--- src/rtl/pc_unit.sv ---
// ---------------------------------------------------------------------------
// pc_unit -- multicycle-datapath program counter with ALU output register,
//            retired-fetch counter, sticky misalignment flag and optional
//            branch statistics.
//
// Parameters:
//   RESET_PC   PC value loaded while rst is low
//   CNT_W      width of the branch statistics counters
//
// Ports:
//   clk          single clock, all state changes on its rising edge
//   rst          synchronous active-low reset
//   PCWrite      unconditional PC load
//   PCWriteCond  conditional (branch) PC load
//   PCCondSrc    branch sense: 1 = beq (take on Zero), 0 = bne (take on !Zero)
//   PCSource     next-PC select: 00 ALUResult, 01 ALUOut, 10 jump, 11 hold
//   Zero         ALU zero flag
//   ALUResult    combinational ALU result
//   IRJump       instruction register bits [25:0]
//   PC           current program counter
//   ALUOut       ALUResult delayed by one cycle
//   InstrCount   number of fetch increments (PCWrite with PCSource=00)
//   AlignErr     sticky flag: a loaded target had non-zero bits [1:0]
//   BrTaken      saturating count of taken branches
//   BrNotTaken   saturating count of not-taken branches
//
// Build option:
//   PC_UNIT_BRANCH_STATS_EN  when defined, BrTaken/BrNotTaken are live
//                            saturating counters; otherwise they are tied
//                            to zero and no counter state exists.
// ---------------------------------------------------------------------------
module pc_unit #(
    parameter logic [31:0] RESET_PC = 32'h0000_0000,
    parameter int          CNT_W    = 16
) (
    input  logic             clk,
    input  logic             rst,
    input  logic             PCWrite,
    input  logic             PCWriteCond,
    input  logic             PCCondSrc,
    input  logic [1:0]       PCSource,
    input  logic             Zero,
    input  logic [31:0]      ALUResult,
    input  logic [25:0]      IRJump,
    output logic [31:0]      PC,
    output logic [31:0]      ALUOut,
    output logic [31:0]      InstrCount,
    output logic             AlignErr,
    output logic [CNT_W-1:0] BrTaken,
    output logic [CNT_W-1:0] BrNotTaken
);

    logic [31:0] pc_reg, pc_next;
    logic [31:0] alu_out_reg;
    logic [31:0] instr_count_reg;
    logic        align_err_reg, align_err_next;

    logic        cond;
    logic        load_en;
    logic        sel_hold;
    logic [31:0] target;
    logic        fetch_inc;
    logic        branch_only;

    always_comb begin
        cond        = PCCondSrc ? Zero : ~Zero;
        load_en     = PCWrite | (PCWriteCond & cond);
        sel_hold    = (PCSource == 2'b11);
        fetch_inc   = PCWrite & (PCSource == 2'b00);
        // A branch is only an event for the statistics when the unconditional
        // load is not also asserted and a real target is selected.
        branch_only = PCWriteCond & ~PCWrite & ~sel_hold;

        target = pc_reg;
        case (PCSource)
            2'b00:   target = ALUResult;
            2'b01:   target = alu_out_reg;
            2'b10:   target = {pc_reg[31:28], IRJump, 2'b00};
            default: target = pc_reg;
        endcase

        pc_next        = pc_reg;
        align_err_next = align_err_reg;
        // Hold select never rewrites PC, so it can never raise AlignErr.
        if (load_en && !sel_hold) begin
            pc_next = {target[31:2], 2'b00};
            if (target[1:0] != 2'b00) begin
                align_err_next = 1'b1;
            end
        end
    end

    always_ff @(posedge clk) begin
        if (!rst) begin
            pc_reg          <= RESET_PC;
            alu_out_reg     <= 32'h0000_0000;
            instr_count_reg <= 32'h0000_0000;
            align_err_reg   <= 1'b0;
        end else begin
            pc_reg        <= pc_next;
            alu_out_reg   <= ALUResult;
            align_err_reg <= align_err_next;
            if (fetch_inc) begin
                instr_count_reg <= instr_count_reg + 32'd1;
            end
        end
    end

    assign PC         = pc_reg;
    assign ALUOut     = alu_out_reg;
    assign InstrCount = instr_count_reg;
    assign AlignErr   = align_err_reg;

`ifdef PC_UNIT_BRANCH_STATS_EN
    logic [CNT_W-1:0] br_taken_reg;
    logic [CNT_W-1:0] br_not_taken_reg;

    always_ff @(posedge clk) begin
        if (!rst) begin
            br_taken_reg     <= '0;
            br_not_taken_reg <= '0;
        end else if (branch_only) begin
            // Counters stick at all-ones instead of wrapping.
            if (cond && (br_taken_reg != {CNT_W{1'b1}})) begin
                br_taken_reg <= br_taken_reg + 1'b1;
            end
            if (!cond && (br_not_taken_reg != {CNT_W{1'b1}})) begin
                br_not_taken_reg <= br_not_taken_reg + 1'b1;
            end
        end
    end

    assign BrTaken    = br_taken_reg;
    assign BrNotTaken = br_not_taken_reg;
`else
    logic unused_stats;
    assign unused_stats = branch_only;
    assign BrTaken      = '0;
    assign BrNotTaken   = '0;
`endif

endmodule

--- config.mk ---
export PLATFORM = sky130hd
export DESIGN_NAME = pc_unit
export DESIGN_NICKNAME = d
export VERILOG_FILES = /design/src/rtl/pc_unit.sv
export SDC_FILE = /design/constraint.sdc
export NUM_CORES = 1
export LEC_CHECK = 0
export CAP_MARGIN = 10
export CORE_ASPECT_RATIO = 1.1
export CORE_MARGIN = 5
export CORE_UTILIZATION = 38
export DETAILED_ROUTE_END_ITERATION = 10
export PLACE_DENSITY = 0.77
export RECOVER_POWER = 25
export SLEW_MARGIN = 30
export SYNTH_ARGS = -nofsm -noshare
export SYNTH_HDL_FRONTEND = slang
export SYNTH_SLANG_ARGS = --single-unit
--- constraint.sdc ---
create_clock -name clk -period 2.09 [get_ports clk]
set_clock_uncertainty 0.15 [all_clocks]
set_input_delay 0.418 -clock clk [delete_from_list [all_inputs] [get_ports clk]]
set_output_delay 0.418 -clock clk [all_outputs]
set_load 0.01 [all_outputs]
== After elaboration in Yosys (flattened, before gate mapping) ==
Index checks and enable logic that the tools add are counted.
Widths: inputs -> output; s select.

* Register bits: 95
* Output and inout port bits: 129
* Word-level logic and storage cells: 25
* Bits of input ports: 66

* Mux-type cells: 2
* Eq/ne operators: 3
* Add/subtract/negate cells: 1
* Bitwise logic cells: 5
* Reduce and logical (&&, ||, !) cells: 9

{| class="wikitable"
|+ Operators with widths
! operator !! number
|-
| $pmux 32 s3 || 1
|-
| $add 32x1->32 const B || 1
|-
| $eq 2x2->1 const B || 2
|-
| $reduce_and 2->1 || 2
|-
| $reduce_bool 2->1 || 2
|-
| $reduce_and 3->1 || 1
|-
| $reduce_bool 3->1 || 1
|-
| $and 1x1->1 || 2
|-
| $eq 2x1->1 const B || 1
|-
| $logic_not 2->1 || 1
|-
| $not 1->1 || 2
|-
| $logic_and 1x1->1 || 1
|-
| $logic_not 1->1 || 1
|-
| $mux 1 || 1
|-
| $or 1x1->1 || 1
|}

== Logic depth before layout (Yosys ltp) ==
* Word-level depth: 6
* Depth in mapped cells: 7
* Depth with buffers taken out: 5

== Least setup slack after synthesis ==
Ideal clock, no wire load.

* Path kind: register to register
* From: register instr_count_reg[12], in the netlist InstrCount[12]
* To: register instr_count_reg[28], in the netlist InstrCount[28]
* Required time: 1.870 ns
* Stages on the path, launching flop included: 6
* Arrival time: 1.839 ns
* Buffers on the path: 1
* Library setup time: 0.070 ns
* Slack: 0.030 ns
* Period minus slack after synthesis: 2.060 ns
* Cells stage by stage: dfxtp_1 > nand4_1 > or4_4 > buf_6 > or4_1 > a21oi_1

* Cells in the longest elaborated chain, start to end: 1

{| class="wikitable"
|+ RTL lines
! element !! line !! RTL
|-
| start, declared || 55 || <nowiki>logic [31:0] instr_count_reg;</nowiki>
|-
| start signal, assigned || 104 || <nowiki>instr_count_reg <= instr_count_reg + 32'd1;</nowiki>
|-
| $add 32x1->32 || 104 ||
|}

Every way passes these cells.
A chain may end at the register's enable or synchronous reset.

== Worst setup path in the final report ==
* From: register instr_count_reg[24], in the netlist InstrCount[24]
* To: register instr_count_reg[29], in the netlist InstrCount[29]

Same word-level chain as after synthesis.

==> impl_metrics.csv <==
group,metric,value,unit
global_route,gr-total-overflow,0,
cells_and_area,layout.nets,709,
cells_and_area,fin_cells,794,
global_route,grt_first_pass_wirelength,19.91,mm
timing,tightest_slew,0.5221,ns
timing,hold_viol,0,
clock_tree,cts_buffer_depth,2,
cells_and_area,area_growth,48.30,%
logic_synthesis,synth_edf_count,0,
setup_path,crit_path_start,"InstrCount[24]$_SDFFE_PN0P_",
die,die_area,13440,um^2
cells_and_area,fillers,963,
die,ios,195,
logic_synthesis,synth_top_area_share,44.63,%
setup_path,worstSetupPathType,"register to register",
die,dieWidth,111.0,um
global_route,grt_max_degree,35,
placed_design,portBuffers,160,
global_route,grt_pass1_vias,4070,
setup_path,reg2reg_from,"InstrCount[24]$_SDFFE_PN0P_",
run,max_cap_violations,0,
die,core-area,10960,um^2
timing,setup_violations,0,
setup_path,cp_max_fo,11,
global_route,grtUsageTotal,18.12,%
run_status,status,"finished clean",
clock_tree,insertion_delay,0.34,ns
logic_synthesis,yosysWarnings,0,
setup_path,critical_path.max_stage_delay,0.59,ns
setup_path,cp.required,2.21,ns
clock_tree,htreeDepth,3,
setup_path,startpoint_type,"register",
logic_synthesis,seq_area_frac_synth,44.63,%
cells_and_area,drive_above_1_share,8.346,%
power,powerDensity,665.6,nW/um^2
drt,vias_per_cell,5.071,
timing,hold-worst-slack,0.3385,ns
timing,grt_setup_unrepaired,"false",
die,initial_utilization,38.88,%
timing,relSlewSlack,65.19,%
drt,drtPass1Iterations,4,
setup_path,cp-end-kind,"register",
placed_design,hpwlAfterDp,9.359,mm
logic_synthesis,ys_seq_elements,95,
clock_tree,clock_sinks,95,
logic_synthesis,ys_types,38,
timing,fin_crit_sh,97.03,%
global_route,antenna_found_initial,0,
logic_synthesis,synth.most_common_cell,"dfxtp_1",
worst_hold_path,min_path_type,"register to register",
cells_and_area,multi_input_area,2074,um^2
setup_path,crit_slowest_cell,"or4_4",
setup_path,rrSetupSlack,0.06,ns
power,ir_drop,0.0003889,V
drt,vias,4026,
clock_tree,cts.clk_slew.worst_paths,0.06,ns
drt,drc,0,
setup_path,r2r_cells,4,
logic_synthesis,synth_top_area_cell,"dfxtp_1",
drt,wl,12.56,mm
logic_synthesis,synth_cells,480,
timing,fin_crit,2.028,ns
logic_synthesis,async_flop_share,0,%
die,num_rows,40,
cells_and_area,antenna_cells,0,
logic_synthesis,synth_commonest_cells,"95 x dfxtp_1, 76 x a21oi_1, 39 x nor2_1",
logic_synthesis,synthFlopType,"dfxtp_1",
timing,final_max_slew_viol_count,0,
clock_tree,cts_buffers,9,
die,die_h,121.1,um
placed_design,dp_cells,778,
setup_path,crit_path_end,"InstrCount[29]$_SDFFE_PN0P_",
drt,post_drt_wl_per_cell,15.82,um
clock_tree,root_buffer,"clkbuf_16",
logic_synthesis,synthTopCellsByArea,"dfxtp_1 45%, a21oi_1 8.9%, mux2i_1 7.5%",
power,leakage,0.002385,uW
logic_synthesis,synth_area_per_cell,8.878,um^2
drt,drt_iter0_drc,218,
logic_synthesis,synth_area,4262,um^2
drt,drt.antenna.violating_nets,0,
setup_path,r2r-end,"InstrCount[29]$_SDFFE_PN0P_",
cells_and_area,regArea,1907,um^2
setup_path,critPathArrivalTime,2.15,ns
placed_design,globalplace.congestion,0.7883,
clock_tree,cts_tree,"built",
timing,max_freq,493.1,MHz
setup_path,crit_chain,"nand4_1, or4_4, or4_1, a21oi_1",
clock_tree,post-cts-setup-buffers,0,
==> per-stage QoR <==
stage	total power [uW]	util (%)	setup WS, ns	cell area, um^2	setup TNS, ns
floorplan	2343	-	0.03020	4385	0
global placement	2690	55.01	-0.2281	6030	-6.205
detailed placement	2706	55.01	-0.2524	6030	-8.177
CTS	4249	57.53	0.02239	6306	0
global route	4379	57.66	0.001031	6320	0
finish	4206	57.66	0.06213	6320	0
==> layer usage <==
layer  routed length (um)  track usage, %  vias up  share of wire, %
met5                    0               0        -                 0
met4                  292           6.851        0               2.3
met2                 5944           31.30      184                47
met3                 1458           8.379       21                12
met1                 4866           19.38     1864                39
li1                     -               -     1957                 -
==> kinds of logic (layout without fill, tap and decap cells) <==
family	count (synthesis)	in the layout	synth area share [%]
AO/OA/AOI/OAI	129	129	17.82
XOR/XNOR	11	11	2.261
adder cells (fa/ha/maj)	1	1	0.2936
buffers and inverters	74	208	9.835
flip-flops	95	95	44.63
multiplexers	32	32	7.516
other	1	34	0.08800
AND/OR/NAND/NOR	137	137	17.56
==> flip-flops by register name, indices dropped and copies added, names as in the netlist <==
| signal | flops |
|---|---|
| ALUOut | 32 |
| AlignErr | 1 |
| InstrCount | 32 |
| PC | 30 |
==> how the worst min path moves through the flow <==
stage                                           start                     endpoint  slack, ns  depth (start not counted)
final                           AlignErr$_SDFFE_PN0P_        AlignErr$_SDFFE_PN0P_       0.34                          2
after floorplan           InstrCount[31]$_SDFFE_PN0P_  InstrCount[31]$_SDFFE_PN0P_       0.34                          2
after global placement          AlignErr$_SDFFE_PN0P_        AlignErr$_SDFFE_PN0P_       0.30                          2
after detailed placement        AlignErr$_SDFFE_PN0P_        AlignErr$_SDFFE_PN0P_       0.34                          2
after CTS                       AlignErr$_SDFFE_PN0P_        AlignErr$_SDFFE_PN0P_       0.35                          2
after global routing      InstrCount[31]$_SDFFE_PN0P_  InstrCount[31]$_SDFFE_PN0P_       0.37                          2
==> worst max-delay path, delay by kind of cell (launching register included) <==
kind,cells,cell delay (ns)
AND/OR/NAND/NOR,3,1.27
flip-flops,1,0.40
AO/OA/AOI/OAI,1,0.14
==> cell usage in the layout (no fill, tap or decap), drive strengths merged <==
cell type / netlist / final
a21o: 1 / 1
conb: 1 / 34
a21oi: 76 / 76
nor3: 1 / 1
and3: 5 / 5
a31oi: 1 / 1
xor2: 7 / 7
nand4: 10 / 10
clkbuf: 27 / 12
or4: 10 / 10
o311ai: 1 / 1
o41ai: 1 / 1
clkinvlp: 0 / 2
mux2i: 32 / 32
nor3b: 1 / 1
clkdlybuf4s50: 0 / 155
buf: 41 / 26
nand2: 13 / 13
a311oi: 4 / 4
and2: 34 / 34
nand3: 9 / 9
o21ai: 10 / 10
nand2b: 1 / 1
xnor2: 4 / 4
and4: 3 / 3
nor4: 1 / 1
clkinv: 2 / 4
dlygate4sd3: 0 / 4
a211oi: 26 / 26
ha: 1 / 1
nor2: 39 / 39
or3: 10 / 10
inv: 4 / 5
dfxtp: 95 / 95
o31ai: 9 / 9
==> power breakdown <==
part	internal, uW	switching, uW	total (uW)
sequential	1900	48.5	1950
combinational	387	333	720
clock	838	701	1540
total	3120	1080	4210
==> cell type report <==
cell class                 count  area share, %
sequential                    95          30.17
inverter                       6         0.3564
multi-input combinational    344          32.83
clock buffer                  11          3.841
timing repair buffer         186          29.36
tap                          147          2.910
clock inverter                 5         0.5345
==> repair_timing <==
item | CTS | global route
hold buffers | 0 | 0
resized for setup | 0 | 7
setup endpoints to repair | 0 | 11
(Power assumes the default switching activity.)
